==> config.mk <==
export PLATFORM = sky130hd
export DESIGN_NAME = alu_exec_ctrl_flat
export DESIGN_NICKNAME = d
export VERILOG_FILES = /design/src/rtl/alu_exec_ctrl_pkg.sv /design/src/rtl/alu_exec_ctrl_if.sv /design/src/rtl/alu_exec_ctrl_nzcv_reg.sv /design/src/rtl/alu_exec_ctrl.sv /design/src/flat_wrapper.sv
export SDC_FILE = /design/constraint.sdc
export NUM_CORES = 1
export LEC_CHECK = 0
export BUFFER_PORTS_ARGS = -buffer_cell sky130_fd_sc_hd__buf_2
export CAP_MARGIN = 30
export CORE_MARGIN = 2
export CORE_UTILIZATION = 47
export CTS_BUF_LIST = sky130_fd_sc_hd__clkbuf_4
export DETAILED_ROUTE_END_ITERATION = 10
export PLACE_DENSITY = 0.92
export SYNTH_ARGS = -nofsm -noshare
export SYNTH_HDL_FRONTEND = slang
export SYNTH_HIERARCHICAL = 1
export SYNTH_SLANG_ARGS = --single-unit
==> constraint.sdc <==
create_clock -name clk -period 2.1 [get_ports clk]
set_clock_uncertainty 0.1 [all_clocks]
set_input_delay 0.21 -clock clk [delete_from_list [all_inputs] [get_ports clk]]
set_output_delay 0.21 -clock clk [all_outputs]
set_load 0.005 [all_outputs]
==> src/rtl/alu_exec_ctrl_pkg.sv <==
// Shared constants for the ALU execute-stage controller: widths, opcodes,
// NZCV bit positions and FSM state encoding.
package alu_exec_ctrl_pkg;

  localparam int unsigned DEF_WIDTH = 8;
  localparam int unsigned OP_W      = 3;
  localparam int unsigned NZCV_W    = 4;
  localparam int unsigned ST_W      = 2;

  // Opcodes are forwarded untouched; names document the ALU one level up.
  localparam logic [OP_W-1:0] OP_ADD = 3'd0;
  localparam logic [OP_W-1:0] OP_SUB = 3'd1;
  localparam logic [OP_W-1:0] OP_AND = 3'd2;
  localparam logic [OP_W-1:0] OP_OR  = 3'd3;
  localparam logic [OP_W-1:0] OP_XOR = 3'd4;
  localparam logic [OP_W-1:0] OP_NOT = 3'd5;
  localparam logic [OP_W-1:0] OP_SHL = 3'd6;
  localparam logic [OP_W-1:0] OP_SHR = 3'd7;

  localparam int unsigned N_BIT = 3;
  localparam int unsigned Z_BIT = 2;
  localparam int unsigned C_BIT = 1;
  localparam int unsigned V_BIT = 0;

  localparam logic [ST_W-1:0] ST_IDLE = 2'd0;
  localparam logic [ST_W-1:0] ST_EXEC = 2'd1;
  localparam logic [ST_W-1:0] ST_RESP = 2'd2;

endpackage

==> src/rtl/alu_exec_ctrl_if.sv <==
// Request/response handshake bundle between the issuing stage (master)
// and the execute controller (slave).
interface alu_exec_ctrl_if #(
  parameter int unsigned WIDTH = alu_exec_ctrl_pkg::DEF_WIDTH
);
  logic                                   req_valid;
  logic                                   req_ready;
  logic [alu_exec_ctrl_pkg::OP_W-1:0]     req_op;
  logic [WIDTH-1:0]                       req_a;
  logic [WIDTH-1:0]                       req_b;
  logic                                   req_use_acc;
  logic                                   req_flag_we;
  logic                                   rsp_valid;
  logic                                   rsp_ready;
  logic [WIDTH-1:0]                       rsp_result;
  logic [alu_exec_ctrl_pkg::NZCV_W-1:0]   rsp_nzcv;

  modport master (
    output req_valid, req_op, req_a, req_b, req_use_acc, req_flag_we, rsp_ready,
    input  req_ready, rsp_valid, rsp_result, rsp_nzcv
  );

  modport slave (
    input  req_valid, req_op, req_a, req_b, req_use_acc, req_flag_we, rsp_ready,
    output req_ready, rsp_valid, rsp_result, rsp_nzcv
  );
endinterface

==> src/rtl/alu_exec_ctrl_nzcv_reg.sv <==
// Architectural NZCV flag register with write enable.
module alu_exec_ctrl_nzcv_reg
  import alu_exec_ctrl_pkg::*;
(
  input  logic              clk,
  input  logic              rst,
  input  logic              we,
  input  logic [NZCV_W-1:0] d,
  output logic [NZCV_W-1:0] q
);

  always_ff @(posedge clk or posedge rst) begin
    if (rst)     q <= '0;
    else if (we) q <= d;
  end

endmodule

==> src/rtl/alu_exec_ctrl.sv <==
// Execute-stage controller: registers ALU operands, captures the ALU result
// and NZCV one cycle later, and holds the accumulator and flag register.
module alu_exec_ctrl
  import alu_exec_ctrl_pkg::*;
#(
  parameter int unsigned      WIDTH     = DEF_WIDTH,
  parameter logic [WIDTH-1:0] ACC_RESET = '0
) (
  input  logic              clk,
  input  logic              rst,
  alu_exec_ctrl_if.slave    bus,
  output logic [WIDTH-1:0]  alu_a,
  output logic [WIDTH-1:0]  alu_b,
  output logic [OP_W-1:0]   alu_op,
  input  logic [WIDTH-1:0]  alu_result,
  input  logic [NZCV_W-1:0] alu_nzcv,
  output logic [WIDTH-1:0]  acc_q,
  output logic [NZCV_W-1:0] flags_q,
  output logic              busy
);

  logic [ST_W-1:0]   state_q;
  logic [ST_W-1:0]   state_d;
  logic              req_ready_c;
  logic              accept;
  logic              exec_fire;
  logic              flag_we_q;
  logic              rsp_valid_q;
  logic [WIDTH-1:0]  rsp_result_q;
  logic [NZCV_W-1:0] rsp_nzcv_q;

  // A response slot frees up on the same edge it retires, so RESP can accept.
  assign req_ready_c    = (state_q == ST_IDLE) | ((state_q == ST_RESP) & bus.rsp_ready);
  assign accept         = bus.req_valid & req_ready_c;
  assign exec_fire      = (state_q == ST_EXEC);
  assign bus.req_ready  = req_ready_c;
  assign bus.rsp_valid  = rsp_valid_q;
  assign bus.rsp_result = rsp_result_q;
  assign bus.rsp_nzcv   = rsp_nzcv_q;

  always_ff @(posedge clk or posedge rst) begin
    if (rst) state_q <= ST_IDLE;
    else     state_q <= state_d;
  end

  always_comb begin
    state_d = state_q;
    case (state_q)
      ST_IDLE: if (bus.req_valid) state_d = ST_EXEC;
      ST_EXEC: state_d = ST_RESP;
      ST_RESP: if (bus.rsp_ready) state_d = bus.req_valid ? ST_EXEC : ST_IDLE;
      default: state_d = ST_IDLE;
    endcase
  end

  // Status outputs are registered copies of the next state.
  always_ff @(posedge clk or posedge rst) begin
    if (rst) begin
      rsp_valid_q <= 1'b0;
      busy        <= 1'b0;
    end else begin
      rsp_valid_q <= (state_d == ST_RESP);
      busy        <= (state_d != ST_IDLE);
    end
  end

  // Operand launch on accept; acc_q already holds the prior EXEC result here.
  always_ff @(posedge clk or posedge rst) begin
    if (rst) begin
      alu_a     <= '0;
      alu_b     <= '0;
      alu_op    <= '0;
      flag_we_q <= 1'b0;
    end else if (accept) begin
      alu_a     <= bus.req_use_acc ? acc_q : bus.req_a;
      alu_b     <= bus.req_b;
      alu_op    <= bus.req_op;
      flag_we_q <= bus.req_flag_we;
    end
  end

  always_ff @(posedge clk or posedge rst) begin
    if (rst) begin
      rsp_result_q <= '0;
      rsp_nzcv_q   <= '0;
      acc_q        <= ACC_RESET;
    end else if (exec_fire) begin
      rsp_result_q <= alu_result;
      rsp_nzcv_q   <= alu_nzcv;
      acc_q        <= alu_result;
    end
  end

  alu_exec_ctrl_nzcv_reg u_flags (
    .clk (clk),
    .rst (rst),
    .we  (exec_fire & flag_we_q),
    .d   (alu_nzcv),
    .q   (flags_q)
  );

endmodule

==> src/flat_wrapper.sv <==
// flat-port wrapper written by rule: the top's interface ports become plain ports
module alu_exec_ctrl_flat import alu_exec_ctrl_pkg::*;
#(
  parameter int unsigned      WIDTH     = DEF_WIDTH,
  parameter logic [WIDTH-1:0] ACC_RESET = '0
)
  (clk, rst, alu_a, alu_b, alu_op, alu_result, alu_nzcv, acc_q, flags_q, busy, bus_req_valid, bus_req_op, bus_req_a, bus_req_b, bus_req_use_acc, bus_req_flag_we, bus_rsp_ready, bus_req_ready, bus_rsp_valid, bus_rsp_result, bus_rsp_nzcv);
  alu_exec_ctrl_if #(.WIDTH(WIDTH)) bus_i ();
  input  logic clk;
  input  logic rst;
  output logic [WIDTH-1:0] alu_a;
  output logic [WIDTH-1:0] alu_b;
  output logic [OP_W-1:0] alu_op;
  input  logic [WIDTH-1:0] alu_result;
  input  logic [NZCV_W-1:0] alu_nzcv;
  output logic [WIDTH-1:0] acc_q;
  output logic [NZCV_W-1:0] flags_q;
  output logic busy;
  input wire logic [$bits(bus_i.req_valid)-1:0] bus_req_valid;
  input wire logic [$bits(bus_i.req_op)-1:0] bus_req_op;
  input wire logic [$bits(bus_i.req_a)-1:0] bus_req_a;
  input wire logic [$bits(bus_i.req_b)-1:0] bus_req_b;
  input wire logic [$bits(bus_i.req_use_acc)-1:0] bus_req_use_acc;
  input wire logic [$bits(bus_i.req_flag_we)-1:0] bus_req_flag_we;
  input wire logic [$bits(bus_i.rsp_ready)-1:0] bus_rsp_ready;
  output wire logic [$bits(bus_i.req_ready)-1:0] bus_req_ready;
  output wire logic [$bits(bus_i.rsp_valid)-1:0] bus_rsp_valid;
  output wire logic [$bits(bus_i.rsp_result)-1:0] bus_rsp_result;
  output wire logic [$bits(bus_i.rsp_nzcv)-1:0] bus_rsp_nzcv;
  assign bus_i.req_valid = bus_req_valid;
  assign bus_i.req_op = bus_req_op;
  assign bus_i.req_a = bus_req_a;
  assign bus_i.req_b = bus_req_b;
  assign bus_i.req_use_acc = bus_req_use_acc;
  assign bus_i.req_flag_we = bus_req_flag_we;
  assign bus_i.rsp_ready = bus_rsp_ready;
  assign bus_req_ready = bus_i.req_ready;
  assign bus_rsp_valid = bus_i.rsp_valid;
  assign bus_rsp_result = bus_i.rsp_result;
  assign bus_rsp_nzcv = bus_i.rsp_nzcv;
  alu_exec_ctrl #(.WIDTH(WIDTH), .ACC_RESET(ACC_RESET)) u_core (.clk(clk), .rst(rst), .bus(bus_i), .alu_a(alu_a), .alu_b(alu_b), .alu_op(alu_op), .alu_result(alu_result), .alu_nzcv(alu_nzcv), .acc_q(acc_q), .flags_q(flags_q), .busy(busy));
endmodule
==> out/results.ini, run 1 <==
[outcome]
outcome = completed

[cts]
cts_tree = built
ctsLongestPathBuffers = 2
htree_num_levels = 2
worst_skew_pair.late_latency_ps = 340
cts_sinks = 40
cts.reportedPaths.clkPinSlew_ps = 110
clockRootBuffer = clkbuf_4
ctsResizeCount = 0
cts-buffers-inserted = 5

[final_layout]
num_antenna_cells = 0
layout-drive-gt1-share_pct = 65.09
finish.instance_area_um2 = 2365
final_cells = 258
utilization_of_the_core_after_routing_pct = 69.77
finish.net_count = 249
area.growth.synth_to_final_pct = 39.69
fillers = 237
commonest_non_fill_non_tap_cell_in_the_layout = buf_2
layout.cells.most_common_list = 82 x buf_2, 41 x mux2_2, 40 x dfrtp_1

[critical_path]
critical_path_data_arrival_time_ps = 1720
cp_max_fo = 22
setup.worst_path.end_class = flip-flop
startpoint_type = flip-flop
critical_path_cell_sequence = nor2b_4 -> nor3b_4 -> buf_4 -> mux2_2
crit_family = flip-flops
critical_path_required_ps = 2230
timing.critical_path.buf_inv = 1
critical_path_class = flip-flop to flip-flop
crit_path_top_delay_cell = dfrtp_1
timing.critical_path.slowest_cell_delay_ps = 410

[job]
cap_violations = 0

[sta]
fin_setup_tns_ps = 0
maxSlewHeadroom_pct = 69.87
worst_hold_slack_ps = 19.80
unrepaired_setup_endpoints_after_global_routing = no
final_min_period_over_clock_period_pct = 75.66
final_period_minus_worst_setup_slack_ps = 1589
final_slew_violations = 0
worst-slew-pin-transition_ps = 452.0
finalHoldViolations = 0
setup_viol = 0
highest_clock_rate_ghz = 0.6294
worst_slack_ps = 511.1

[routing]
drt_first_iter_violations = 28
route.detailed.wl_per_inst_um = 14.47
drt_pass1_iterations = 4
route.final.wire_length_um = 3734
met3_length_um = 300
highest-signal-layer = met4
met1_length_um = 1537
met2RoutedLength_um = 1850
via_per_inst = 4.717
via_count = 1217
final_antenna_net_count = 0
detail_route.drc_violations = 0

[placement]
post-dp-hpwl_um = 2390
portBuffers = 82
placed_cells_incl_taps = 227
placement.cell_area_um2 = 2074
finalWeightedCongestion = 0.7332
detailedPlace.worstSlack_ps = 526.9

[logic_synthesis]
synth.cell_area_um2 = 1693
netlist-cell-type-count = 14
syn_area_per_cell_um2 = 15.53
synth_sequential_area_ratio_pct = 59.13
ys_ff_latch = 40
yosys_warnings = 6
postSynthCellCount = 109
postSynthNetCount = 146

[die]
die_height_um = 64.02
initial_core_util_pct = 49.94
chipWidth_um = 64.02
core_area_um2 = 3390
design.die.area_um2 = 4098
number_of_cell_rows = 21
io-pin-count = 83

[global_route]
first_global_vias = 1259
grt.overflow.total = 0
grt_usage_pct = 20.01
largest_net_degree_at_the_start_of_global_routing = 37
first_pass_grt_wire_length_um = 6113
grt_antenna_before_repair = 0

[min_path]
worst_hold_path_type = input port to flip-flop

[pwr]
leakage_nw = 1.162
post-layout-total-power_mw = 2.454
power_density_over_the_cells_nw_per_um2 = 1038
vdd_ir_drop_max_uv = 584.0

-- Yosys cell counts --
library cell  number  area [um2]
buf_4              8       60.06
buf_6              4       45.04
clkbuf_1           1       3.750
dfrtp_1           40        1001
inv_1              3       11.26
mux2_1             1       11.26
mux2_2            41       461.7
mux2_4             2       30.03
nand2b_1           2       12.51
nor2_1             2       7.510
nor2b_4            1       13.76
nor3b_4            1       18.77
o21ai_0            2       10.01
or2_2              1       6.260
-- registers in the layout (all words and copies together) (netlist names) --
register,flops
u_core/busy,1
u_core/state_q,2
u_core/alu_a,8
u_core/u_flags/q,4
u_core/bus.rsp_nzcv,4
u_core/bus.rsp_valid,1
u_core/bus.rsp_result,8
u_core/alu_b,8
u_core/alu_op,3
u_core/flag_we_q,1
-- cells by family (layout without fill, tap and decap cells) --
group           after synthesis  after routing  share of synthesized area, %
flops                        40             40                         59.13
compound gates                2              2                        0.5913
mux                          44             44                         29.71
simple gates                  7              7                         3.474
buf+inv                      16            119                         7.095
-- power breakdown --
part	switching [mW]	internal [mW]
Sequential	0.167	1.05
Combinational	0.327	0.548
Clock	0.228	0.136
Total	0.722	1.73
-- worst register-to-register path: cells and delay by family, from the launching register on --
kind,cells,cell delay [ps]
buffers and inverters,1,300
flip-flops,1,410
multiplexers,1,390
AND/OR/NAND/NOR,2,290
-- final timing paths --
kind / start / endpoint / slack [ps] / cells past startpoint
worst max-delay path: u_core/state_q[1] / u_core/alu_a[3] / 510 / 4
worst min-delay path: alu_nzcv[2] / u_core/u_flags/q[2] / 20 / 2
worst max register to register: u_core/state_q[1] / u_core/alu_a[3] / 510 / 4
worst min register to register: u_core/alu_b[7] / u_core/alu_b[7] / 410 / 1
max in group asynchronous: rst / u_core/state_q[0] / 1160 / 4
min in group asynchronous: rst / u_core/u_flags/q[3] / 200 / 3
-- final cells by class --
class | instances | area (um2) | area share (%)
clock inverters | 1 | 5.005 | 0.2116
inverters | 3 | 11.26 | 0.4762
repair buffers | 109 | 673.1 | 28.47
well taps | 46 | 57.56 | 2.434
multi-input cells | 53 | 571.8 | 24.18
clock buffers | 6 | 45.04 | 1.905
flip-flops and latches | 40 | 1001 | 42.33
-- per-layer routing --
| metal | GRT usage, % | up-vias |
|---|---|---|
| met2 | 33.85 | 59 |
| li1 | - | 572 |
| met1 | 23.54 | 580 |
| met3 | 7.218 | 6 |
| met4 | 6.522 | 0 |
| met5 | 0 | - |
-- repair_timing --
action,4_1_cts,5_1_grt
hold buffers,22,2
hold endpoints to repair,61,3
setup endpoints to repair,0,0
buffers inserted,0,0
Note: power is estimated with default switching activity, not from simulation.
==> run 2, diff against run 1 <==
--- a/config.mk
+++ b/config.mk
@@ -5,10 +5,11 @@
 export SDC_FILE = /design/constraint.sdc
 export NUM_CORES = 1
 export LEC_CHECK = 0
+export ABC_AREA = 1
 export BUFFER_PORTS_ARGS = -buffer_cell sky130_fd_sc_hd__buf_2
 export CAP_MARGIN = 30
 export CORE_MARGIN = 2
-export CORE_UTILIZATION = 47
+export CORE_UTILIZATION = 48
 export CTS_BUF_LIST = sky130_fd_sc_hd__clkbuf_4
 export DETAILED_ROUTE_END_ITERATION = 10
 export PLACE_DENSITY = 0.92
==> constraint.sdc (replaced) <==
create_clock -name clk -period 1.5 [get_ports clk]
set_clock_uncertainty 0.1 [all_clocks]
set_input_delay 0.15 -clock clk [delete_from_list [all_inputs] [get_ports clk]]
set_output_delay 0.15 -clock clk [all_outputs]
set_load 0.005 [all_outputs]
==> out/results.ini, run 2 <==
[outcome]
outcome = completed

[logic_synthesis]
netlist.area_leader.share_pct = 56.50
count_leader_synth = nand2_1
yosys-top-cells-area = dfrtp_1 56%, nand2_1 21%, nand3_1 5.6%
synth_xor_area_share_pct = 0
synth_edf_count = 0
synth_largest_area_cell = dfrtp_1
netlist-cell-type-count = 16
list_of_most_frequent_post_synthesis_cells = 101 x nand2_1, 40 x dfrtp_1, 20 x nand3_1
postSynthCellCount = 209
synth_async_sr_flop_share_pct = 100.0
synthAdderAreaFrac_pct = 0
synth-main-ff-cell = dfrtp_1
synth.cell_area_um2 = 1772
ys_ff_latch = 40
yosys_warnings = 6
postSynthNetCount = 246
synthMuxAreaShare_pct = 0
synth_sequential_area_ratio_pct = 56.50
main_combinational_cell_family_by_area_after_synthesis = simple AND/OR/NAND/NOR gates
synth_area_in_compound_gates_pct = 1.059
synthSimpleGateAreaFrac_pct = 32.77
syn_area_per_cell_um2 = 8.477

[final_layout]
finish.net_count = 349
utilization_of_the_core_after_routing_pct = 69.12
ff_latch_area_um2 = 1001
fillers = 294
layout.cells.most_common_list = 101 x nand2_1, 82 x buf_2, 40 x dfrtp_1
area.growth.synth_to_final_pct = 40.68
commonest_non_fill_non_tap_cell_in_the_layout = nand2_1
multi_input_logic_area_um2 = 616.8
layout-drive-gt1-share_pct = 33.55
num_antenna_cells = 0

[critical_path]
startpoint_type = flip-flop
cp_max_fo = 4
critical_path_data_arrival_time_ps = 1120
critical_path_class = flip-flop to output port
critical_path_required_ps = 1250
setup.worst_path.end_class = output port

[pwr]
leakage_nw = 1.451
post-layout-total-power_mw = 3.384
power.sequential.fraction_pct = 49.1
switchingPower_mw = 1.181
vdd_ir_drop_max_uv = 887.2
power_density_over_the_cells_nw_per_um2 = 1358
power.combinational.fraction_pct = 34.8
clk_pwr_share_pct = 16.1
internal_power_mw = 2.203
power.switching_fraction_pct = 34.90

[sta]
setup_viol = 0
final_period_minus_worst_setup_slack_ps = 1369
finalHoldViolations = 0
worst-slew-pin-transition_ps = 437.6
highest_clock_rate_ghz = 0.7305
fin_setup_tns_ps = 0
worst_hold_slack_ps = 18.05
final_slew_violations = 0
final_min_period_over_clock_period_pct = 91.27
unrepaired_setup_endpoints_after_global_routing = no
maxSlewHeadroom_pct = 70.83

[die]
number_of_cell_rows = 22
core_area_um2 = 3606
io-pin-count = 83
die_height_um = 64.76
chipWidth_um = 64.76
design.die.area_um2 = 4193
initial_core_util_pct = 49.13

[routing]
route.final.wire_length_um = 4838
via_count = 1731
via_per_inst = 4.795
route.detailed.wl_per_inst_um = 13.40
drt_pass1_iterations = 4
final_antenna_net_count = 0
drt_first_iter_violations = 132
detail_route.drc_violations = 0

[cts]
clockRootBuffer = clkbuf_4
ctsLongestPathBuffers = 2
cts_tree = built
htree_num_levels = 2
worst_skew_pair.late_latency_ps = 350
cts_sinks = 40
cts.reportedPaths.clkPinSlew_ps = 110
cts-buffers-inserted = 5

[global_route]
largest_net_degree_at_the_start_of_global_routing = 37
grt_antenna_before_repair = 0
grt.overflow.total = 0
first_global_vias = 1699
first_pass_grt_wire_length_um = 7866
grt_usage_pct = 24.65

[min_path]
worst_hold_path_type = input port to flip-flop

[job]
cap_violations = 0

[placement]
finalWeightedCongestion = 0.7360
portBuffers = 82
post-dp-hpwl_um = 2927

[run 2: changes by cell type after synthesis, sizes merged, moves of 2 or more]
cell    previous run  this run
nand4              0        12
nand2              0       103
inv                3        10
buf               12        17
nand2b             2         0
mux2              44         0
nand3              0        21
[run 2: through the flow]
step / instance area (um2) / std cells / worst slack (ps)
after floorplan: 1772 / 209 / 178.9
after global placement: 2161 / 327 / 243.3
after detailed placement: 2161 / 327 / 166.2
after CTS: 2482 / 361 / 120.2
after global routing: 2492 / 361 / 87.87
final: 2492 / 361 / 131.0
[run 2: timing repair]
item / in CTS / in global routing
pin swaps: 1 / 0
endpoints found under the setup margin: 1 / 2
endpoints found under the hold margin: 68 / 0
buffers inserted: 1 / 0
hold buffers: 25 / 0
resized for setup: 1 / 2
[run 2: per-layer routing]
| metal | up-vias | global-route usage [%] | share of wire, % |
|---|---|---|---|
| met5 | - | 0 | 0 |
| met4 | 0 | 12.23 | 2.8 |
| met3 | 15 | 4.688 | 5.7 |
| met2 | 67 | 39.56 | 50 |
| met1 | 794 | 31.99 | 42 |
| li1 | 855 | - | - |
[run 2: critical path, cell delays in order (launching register included)]
cell and delay, ps:
dfrtp_1 470, a21oi_4 170, buf_2 140
[run 2: cells by family (layout without fill, tap and decap cells)]
group | after synthesis | count (layout)
buffers and inverters | 29 | 133
AND/OR/NAND/NOR | 137 | 137
AO/OA/AOI/OAI | 3 | 3
flip-flops | 40 | 40
[run 2: final timing paths]
path / start / to / slack, ps / depth (start not counted)
setup / recovery: u_core/state_q[0] / bus_req_ready / 130 / 2
max in group asynchronous: rst / u_core/bus.rsp_result[1] / 640 / 4
hold / removal: bus_req_a[3] / u_core/alu_a[3] / 20 / 5
setup reg to reg: u_core/state_q[1] / u_core/u_flags/q[3] / 240 / 6
min in group asynchronous: rst / u_core/u_flags/q[3] / 120 / 3
hold reg to reg: u_core/bus.rsp_nzcv[0] / u_core/bus.rsp_nzcv[0] / 380 / 2
[run 2: area by class of cell]
cell class | count | area share, %
clock buffer | 7 | 2.108
multi-input combinational | 140 | 24.75
inverter | 10 | 1.506
sequential | 40 | 40.16
tap | 48 | 2.410
clock inverter | 1 | 0.1506
timing repair buffer | 115 | 28.92
[run 2: power by group through the flow]
stage / Sequential (mW) / Clock (mW) / Combinational, mW
after floorplan: 1.68 / 0 / 0.620
after global placement: 1.66 / 0 / 1.06
after detailed placement: 1.66 / 0 / 1.09
after CTS: 1.65 / 0.554 / 1.15
after global routing: 1.71 / 0.603 / 1.33
final: 1.66 / 0.546 / 1.18
